File: config.mk
export PLATFORM = sky130hd
export DESIGN_NAME = cdc_bus_tx_arbiter
export DESIGN_NICKNAME = d
export VERILOG_FILES = /design/src/rtl/cdc_bus_tx_arbiter.sv
export SDC_FILE = /design/constraint.sdc
export NUM_CORES = 1
export LEC_CHECK = 0
export CELL_PAD_IN_SITES_DETAIL_PLACEMENT = 1
export CELL_PAD_IN_SITES_GLOBAL_PLACEMENT = 1
export CORE_MARGIN = 4
export CORE_UTILIZATION = 36
export DETAILED_ROUTE_END_ITERATION = 10
export PLACE_DENSITY_LB_ADDON = 0.1
export SLEW_MARGIN = 20
export SYNTH_ARGS = -nofsm -noshare
export SYNTH_HDL_FRONTEND = slang
export SYNTH_SLANG_ARGS = --single-unit
File: constraint.sdc
create_clock -name CLK -period 1.76 [get_ports CLK]
set_input_delay 0.44 -clock CLK [delete_from_list [all_inputs] [get_ports CLK]]
set_output_delay 0.44 -clock CLK [all_outputs]
set_load 0.02 [all_outputs]
File: src/rtl/cdc_bus_tx_arbiter.sv
// Round-robin arbiter that shares one level-enable bus-synchronizer channel
// between NUM_REQ requesters, using a 4-phase handshake closed by a synchronized ack.
module cdc_bus_tx_arbiter #(
    parameter int NUM_REQ    = 2,
    parameter int BUS_WIDTH  = 8,
    parameter int NUM_STAGES = 2,
    parameter int TIMEOUT    = 255,
    parameter int TO_WIDTH   = 8
) (
    input  logic                         CLK,
    input  logic                         RST,
    input  logic [NUM_REQ-1:0]           req,
    input  logic [NUM_REQ*BUS_WIDTH-1:0] req_data,
    input  logic                         ack_async,
    output logic [NUM_REQ-1:0]           grant,
    output logic [BUS_WIDTH-1:0]         tx_bus,
    output logic                         tx_enable,
    output logic [$clog2(NUM_REQ)-1:0]   tx_src,
    output logic                         busy,
    output logic                         done,
    output logic                         err
);

    localparam int SRC_W = $clog2(NUM_REQ);

    typedef enum logic [1:0] {
        ST_IDLE,
        ST_SETUP,
        ST_ASSERT,
        ST_WAIT_LOW
    } state_t;

    state_t                          state_q, state_d;
    logic [SRC_W-1:0]                ptr_q, ptr_d;
    logic [NUM_REQ-1:0]              grant_q, grant_d;
    logic [BUS_WIDTH-1:0]            tx_bus_q, tx_bus_d;
    logic                            tx_enable_q, tx_enable_d;
    logic [SRC_W-1:0]                tx_src_q, tx_src_d;
    logic                            busy_q, busy_d;
    logic                            done_q, done_d;
    logic                            err_q, err_d;
    logic [TO_WIDTH-1:0]             cnt_q, cnt_d;
    logic [NUM_STAGES-1:0]           ack_sync_q, ack_sync_d;
    logic                            ack_sync;

    logic [NUM_REQ-1:0][BUS_WIDTH-1:0] req_data_a;
    logic                              win_found;
    logic [SRC_W-1:0]                  win_idx;
    logic [SRC_W-1:0]                  cand;

    assign req_data_a = req_data;

    assign ack_sync_d = {ack_sync_q[NUM_STAGES-2:0], ack_async};
    assign ack_sync   = ack_sync_q[NUM_STAGES-1];

    // Scan upward from the slot after the last winner, wrapping once around.
    always_comb begin
        win_found = 1'b0;
        win_idx   = '0;
        cand      = '0;
        for (int i = 1; i <= NUM_REQ; i++) begin
            cand = SRC_W'((int'(ptr_q) + i) % NUM_REQ);
            if (!win_found && req[cand]) begin
                win_found = 1'b1;
                win_idx   = cand;
            end
        end
    end

    always_comb begin
        state_d     = state_q;
        ptr_d       = ptr_q;
        grant_d     = '0;
        tx_bus_d    = tx_bus_q;
        tx_src_d    = tx_src_q;
        tx_enable_d = tx_enable_q;
        done_d      = 1'b0;
        err_d       = 1'b0;
        cnt_d       = cnt_q;

        case (state_q)
            ST_IDLE: begin
                tx_enable_d = 1'b0;
                if (win_found) begin
                    grant_d[win_idx] = 1'b1;
                    tx_bus_d         = req_data_a[win_idx];
                    tx_src_d         = win_idx;
                    ptr_d            = win_idx;
                    state_d          = ST_SETUP;
                end
            end
            // Data has been stable for a full cycle before the enable rises.
            ST_SETUP: begin
                tx_enable_d = 1'b1;
                cnt_d       = '0;
                state_d     = ST_ASSERT;
            end
            // Ack takes precedence over a timeout landing on the same cycle.
            ST_ASSERT: begin
                cnt_d = cnt_q + TO_WIDTH'(1);
                if (ack_sync) begin
                    tx_enable_d = 1'b0;
                    done_d      = 1'b1;
                    state_d     = ST_WAIT_LOW;
                end else if (cnt_q == TO_WIDTH'(TIMEOUT - 1)) begin
                    tx_enable_d = 1'b0;
                    err_d       = 1'b1;
                    state_d     = ST_WAIT_LOW;
                end
            end
            ST_WAIT_LOW: begin
                tx_enable_d = 1'b0;
                if (!ack_sync) begin
                    state_d = ST_IDLE;
                end
            end
            default: begin
                tx_enable_d = 1'b0;
                state_d     = ST_IDLE;
            end
        endcase

        busy_d = (state_d != ST_IDLE);
    end

    always_ff @(posedge CLK or negedge RST) begin
        if (!RST) begin
            state_q     <= ST_IDLE;
            ptr_q       <= SRC_W'(NUM_REQ - 1);
            grant_q     <= '0;
            tx_bus_q    <= '0;
            tx_enable_q <= 1'b0;
            tx_src_q    <= '0;
            busy_q      <= 1'b0;
            done_q      <= 1'b0;
            err_q       <= 1'b0;
            cnt_q       <= '0;
            ack_sync_q  <= '0;
        end else begin
            state_q     <= state_d;
            ptr_q       <= ptr_d;
            grant_q     <= grant_d;
            tx_bus_q    <= tx_bus_d;
            tx_enable_q <= tx_enable_d;
            tx_src_q    <= tx_src_d;
            busy_q      <= busy_d;
            done_q      <= done_d;
            err_q       <= err_d;
            cnt_q       <= cnt_d;
            ack_sync_q  <= ack_sync_d;
        end
    end

    assign grant     = grant_q;
    assign tx_bus    = tx_bus_q;
    assign tx_enable = tx_enable_q;
    assign tx_src    = tx_src_q;
    assign busy      = busy_q;
    assign done      = done_q;
    assign err       = err_q;

endmodule

==> impl_results.md, run 1 <==
- Status: completed
- FF+latch count, synth: 28
- Worst Setup End Kind: primary output
- CP arrival: 1.25 ns
- Req. time, crit path: about 1.3 ns
- Vias per inst: just over 5
- Sink Count: 28
- Reg-to-reg slack, setup: around 0.11 ns
- CTS H-tree lvls: 1
- Crit path time final: 1.69 ns
- Routed WL per cell: 16.2 um
- Initial Utilization: 0.385
- TritonCTS clock tree: built
- Syn Inst Count: about 120
- R2r startpoint: state_q[1]
- Slowest stage cell, crit path: clkdlybuf4s50_1
- Syn Nets: between 100 and 150
- Hold_buf cts: 0
- Via count: 1078
- Reg-to-Reg End: cnt_q[7]
- RSZ-0062 raised after global routing: no
- First-pass GRT wire length: about 5900 um
- Post-Route WL: ~3400 um
- Hold crit path type: reg -> reg
- Area leader, netlist: dfrtp_1
- Clock Path Buffers: 2
- Routed Antenna Nets: 0
- Worst hold stages: 0
- Chip width: around 70 um
- Post-synth EDFFs: 0
- Pwr/cell area: between 1500 and 2000 nW/um^2
- Synth top area cells: dfrtp_1, ha_1, a221o_1, and3_1, nand2_1
- Final Wtd Congestion: 0.759
- Commonest cells in the synthesized netlist: dfrtp_1, nand2_1, inv_1
- Top FF cell, synth: dfrtp_1
- Worst path cell trace: clkdlybuf4s50_1
- Synthesized area per cell: approximately 11 sq um
- Final setup viols: 0
- Final Hold Fails: 0
- GRT Total Usage: 0.168
- Final non-filler cell total: 210
- Synthesis-to-layout area growth: 40.1%
- IO Count: 36
- Setup WS post-layout: about 0.072 ns
- Largest net degree at the start of global routing: 29
- Syn Std Cell Area: 1330 sq um
- Dpl ws: -0.108 ns
- # diodes: 0
- Remaining DRCs: 0
- Max_cap viols: 0
- Final worst-path cycle share: 0.959
- Clk_lat worst skew: 0.27 ns
- Worst vdd ir: ~630 uV
- Final Hold Slack: roughly 0.36 ns
- Synth async-reset ratio: 1.00
- Sequential-to-total area share from yosys stat: 0.530
- Nets: between 150 and 200
- CP max FO: 2
- Final HPWL DP: about 2700 um
- Most common cell in the netlist: dfrtp_1
- GRT overflow: 0
- Crit Path Category: reg -> out
- Least-Margin Pin Slew: roughly 0.47 ns
- Leakage power of the design: between 0.0008 and 0.0009 uW
- Initial antenna violation count: 0
- Core area: approximately 3400 sq um
- PortBufs: 35
- Synth unique cells: 37
- Delay-heaviest family, CP: buffers and inverters
- F_max: between 0.5 and 0.6 GHz
- Vias in the first global route: 1217
- Pins Over Slew Limit: 0
- Layout cells sized above 1: 0.140
- Die area: approximately 4700 sq um
- Reg2reg path depth: 5
- Worst-path clk slew: 0.09 ns
- First-pass DRT Iterations: 4
- Rel. slew slack: 0.687
- DIE HEIGHT: about 69 um
- Number of synthesis warnings: 0
- Clk root buf: clkbuf_8
- Num rows: 21
- WHS Endpoint: ack_sync_q[1]
- Buf/Inv on CP: 1
- CTS buffer count: 3
- Count of placed standard cells including taps: about 200
- Crit start category: register
- Hold_sp: ack_sync_q[0]
- DRT iter0 DRCs: 73
- Max stage delay on crit path: 0.62 ns
- Share of the synthesized area in the top cell type: 0.510
- Post-Route Skew: 0.00686 ns
layout make-up:
class,count,area [sq um]
timing repair buffer,47,440
multi-input combinational,77,582
tap,46,57.6
clock buffer,4,45.0
sequential,28,702
fill,374,1590
inverter,8,30.0
placed cells by master (no fill, tap or decap), drive strengths merged, types with 2 or more instances in the layout:
master          n
clkdlybuf4s50  35
dfrtp          27
buf            12
nand2          11
inv             8
and3            7
o21ai           7
a221o           6
ha              6
mux2i           4
nor2            4
clkbuf          4
nand3           3
a21oi           3
and2            2
o2bb2ai         2
nand4           2
nand3b          2
or3             2
state kept, by name (all words and copies together) (netlist names):
signal      cells
done            1
state_q         2
cnt_q           8
tx_bus          8
ack_sync_q      2
busy            1
tx_enable       1
err             1
tx_src          1
ptr_q           1
grant           2
cells by family (layout without fill, tap and decap cells):
family          Yosys count  in the layout  synth area share
compound gates           25             25             0.150
xor+xnor                  1              1           0.00661
fa+ha+maj                 6              6            0.0567
buf+inv                  12             59            0.0472
flops                    28             28             0.530
mux                       5              5            0.0415
simple gates             40             40             0.168
worst max path at each step:
stage | slack [ns] | end | cells past startpoint | from
floorplan | 0.17 | busy | 6 | state_q[0]
global placement | -0.07 | tx_bus[1] | 4 | req[1]
detailed placement | -0.11 | tx_bus[1] | 4 | req[1]
CTS | 0.03 | cnt_q[7] | 5 | state_q[1]
global route | 0.02 | tx_enable | 1 | tx_enable
finish | 0.07 | tx_bus[0] | 1 | tx_bus[0]
where the power goes:
group	switching (uW)	total (uW)	internal, uW
clock	184	346	162
combinational	763	1510	749
sequential	123	983	860
metal layers:
| layer | vias to the layer above | share of wire | global-route usage |
|---|---|---|---|
| met2 | 26 | 0.50 | 0.286 |
| li1 | 514 | - | - |
| met4 | 0 | 0.015 | 0.0521 |
| met1 | 534 | 0.44 | 0.213 |
| met5 | - | 0 | 0 |
| met3 | 4 | 0.045 | 0.0324 |
metrics by stage:
step | cell area [sq um] | util | TNS, ns | power, uW
after floorplan | 1330 | - | 0 | 1840
after detailed placement | 1770 | 0.514 | -0.733 | 2460
after CTS | 1830 | 0.532 | 0 | 2850
after global routing | 1860 | 0.539 | 0 | 3090
after global placement | 1770 | 0.514 | -0.440 | 2390
final | 1860 | 0.539 | 0 | 2840
repair_timing:
item | CTS | global route
pin swaps | 1 | 2
endpoints found under the setup margin | 1 | 2
gates cloned | 0 | 0
setup buffers | 2 | 1
resized for setup | 1 | 4
hold endpoints to repair | 0 | 0
No activity file was read; power rests on OpenSTA's default activity.
==> run 2, diff against run 1 <==
--- a/config.mk
+++ b/config.mk
@@ -10,7 +10,8 @@
 export CORE_MARGIN = 4
 export CORE_UTILIZATION = 36
 export DETAILED_ROUTE_END_ITERATION = 10
-export PLACE_DENSITY_LB_ADDON = 0.1
+export GPL_TIMING_DRIVEN = 0
+export PLACE_DENSITY = 0.77
 export SLEW_MARGIN = 20
 export SYNTH_ARGS = -nofsm -noshare
 export SYNTH_HDL_FRONTEND = slang
==> impl_results.md, run 2 (synthesis gave the netlist of run 1 again) <==
- Post-Route WL: ~3500 um
- Final setup viols: 0
- Final Wtd Congestion: roughly 0.76
- PortBufs: 35
- Initial antenna violation count: 0
- Crit start category: register
- Worst vdd ir: 740 uV
- GRT overflow: 0
- Leakage power of the design: around 0.00086 uW
- Final Hold Fails: 0
- Remaining DRCs: 0
- Placed inst area: 1730 sq um
- Buf/Inv on CP: 1
- Initial Utilization: 0.385
- Vias in the first global route: ~1200
- Final Hold Slack: approximately 0.17 ns
- Crit Path Category: reg -> out
- IO Count: 36
- Final total negative setup slack: 0 ns
- Max_cap viols: 0
- TritonCTS clock tree: built
- Req. time, crit path: approximately 1.3 ns
- Clk root buf: clkbuf_8
- Multi-input logic area: 571 sq um
- Num rows: 21
- CTS buffer count: 3
- Worst path cell trace: clkdlybuf4s50_1
- Max stage delay on crit path: approximately 0.6 ns
- Slowest stage cell, crit path: clkdlybuf4s50_1
- Clock Path Buffers: 2
- Hold_buf cts: 0
- Clk_lat worst skew: 0.27 ns
- Crit path time final: between 1.5 and 2 ns
- DIE HEIGHT: 68.7 um
- GRT Total Usage: 0.161
- DRT iter0 DRCs: 26
- Reg area: between 700 and 800 sq um
- Status: completed
- Setup WS post-layout: between 0.05 and 0.06 ns
- Vias per inst: slightly above 5
- Pwr/cell area: 1570 nW/um^2
- Die area: ~4700 sq um
- Least-Margin Pin Slew: roughly 0.63 ns
- Commonest non-fill, non-tap cell in the layout: clkdlybuf4s50_1
- Sink Count: 28
- CTS H-tree lvls: 1
- Worst Setup End Kind: primary output
- Pins Over Slew Limit: 0
- Post-route cell area: approximately 1800 sq um
- Final non-filler cell total: around 210
- # diodes: 0
- CP arrival: around 1.3 ns
- Dpl ws: -0.108 ns
- Worst-path clk slew: about 0.090 ns
- Final HPWL DP: between 2000 and 3000 um
- RSZ-0062 raised after global routing: yes
- Rel. slew slack: 0.577
- Chip width: 68.7 um
- CP max FO: 2
- Layout cells sized above 1: 0.142
- Core area: 3440 sq um
- Routed WL per cell: around 17 um
- Hold crit path type: in -> async
- Nets: between 150 and 200
- First-pass GRT wire length: roughly 5700 um
- Delay-heaviest family, CP: buffers and inverters
- Synthesis-to-layout area growth: 39.4%
- Most frequent cells in the layout: clkdlybuf4s50_1, dfrtp_1, nand2_1, inv_1, and3_1
- Via count: 1074
- Final worst-path cycle share: 0.969
- F_max: about 0.59 GHz
- Routed Antenna Nets: 0
- Largest net degree at the start of global routing: 29
- Count of placed standard cells including taps: slightly below 200
- Post-Route Skew: 0.00269 ns
- Fill count: 377
- First-pass DRT Iterations: 4
==> run 2: cell types whose count changed in the layout (fill, tap and decap cells not counted), sizes merged <==
cell and change:
buf -2, clkbuf +1, clkdlybuf4s50 -3, dlymetal6s2s +2
==> run 2: routing by layer <==
metal  vias to the layer above  part of all wire  global-route usage
met5                         -                 0                   0
met1                       544              0.41               0.203
met3                         5             0.019              0.0130
met4                         0             0.017              0.0695
met2                        16              0.55               0.280
li1                        509                 -                   -
==> run 2: final cells by class <==
class / count / share of cell area
tap: 46 / 0.0312
sequential: 28 / 0.381
buffer: 4 / 0.0190
multi-input combinational: 77 / 0.309
clock buffer: 4 / 0.0298
timing repair buffer: 41 / 0.214
inverter: 8 / 0.0163
==> run 2: worst paths after layout <==
path	startpoint	end	slack, ns	cells after the start
max in group asynchronous	RST	state_q[0]	1.14	1
worst min register to register	ack_sync_q[0]	ack_sync_q[1]	0.38	0
min in group CLK	ack_sync_q[0]	ack_sync_q[1]	0.38	0
worst max register to register	state_q[0]	tx_enable	0.07	6
worst max-delay path	tx_bus[4]	tx_bus[4]	0.05	1
worst min-delay path	RST	cnt_q[3]	0.17	1
==> run 2: repair_timing <==
item | 4_1_cts | 5_1_grt
buffers inserted | 0 | 6
setup endpoints to repair | 3 | 13
resized for setup | 2 | 4
pin swaps | 0 | 1
==> run 2: metrics by stage <==
| stage | total power (uW) | utilization |
|---|---|---|
| after floorplan | 1840 | - |
| after global placement | 2330 | 0.503 |
| after detailed placement | 2410 | 0.502 |
| after CTS | 2840 | 0.520 |
| after global routing | 3130 | 0.537 |
| final | 2900 | 0.537 |
==> run 2: report_power, final <==
part	switching, uW	internal [uW]	total (uW)
sequential	143	862	1000
combinational	765	730	1500
clock	200	200	401
total	1110	1790	2900
==> run 3, diff against run 2 <==
--- a/config.mk
+++ b/config.mk
@@ -9,6 +9,7 @@
 export CELL_PAD_IN_SITES_GLOBAL_PLACEMENT = 1
 export CORE_MARGIN = 4
 export CORE_UTILIZATION = 36
+export CTS_CLUSTER_DIAMETER = 100
 export DETAILED_ROUTE_END_ITERATION = 10
 export GPL_TIMING_DRIVEN = 0
 export PLACE_DENSITY = 0.77
==> results of run 3 <==
Final layout, timing and power as in run 2 (identical DEF).
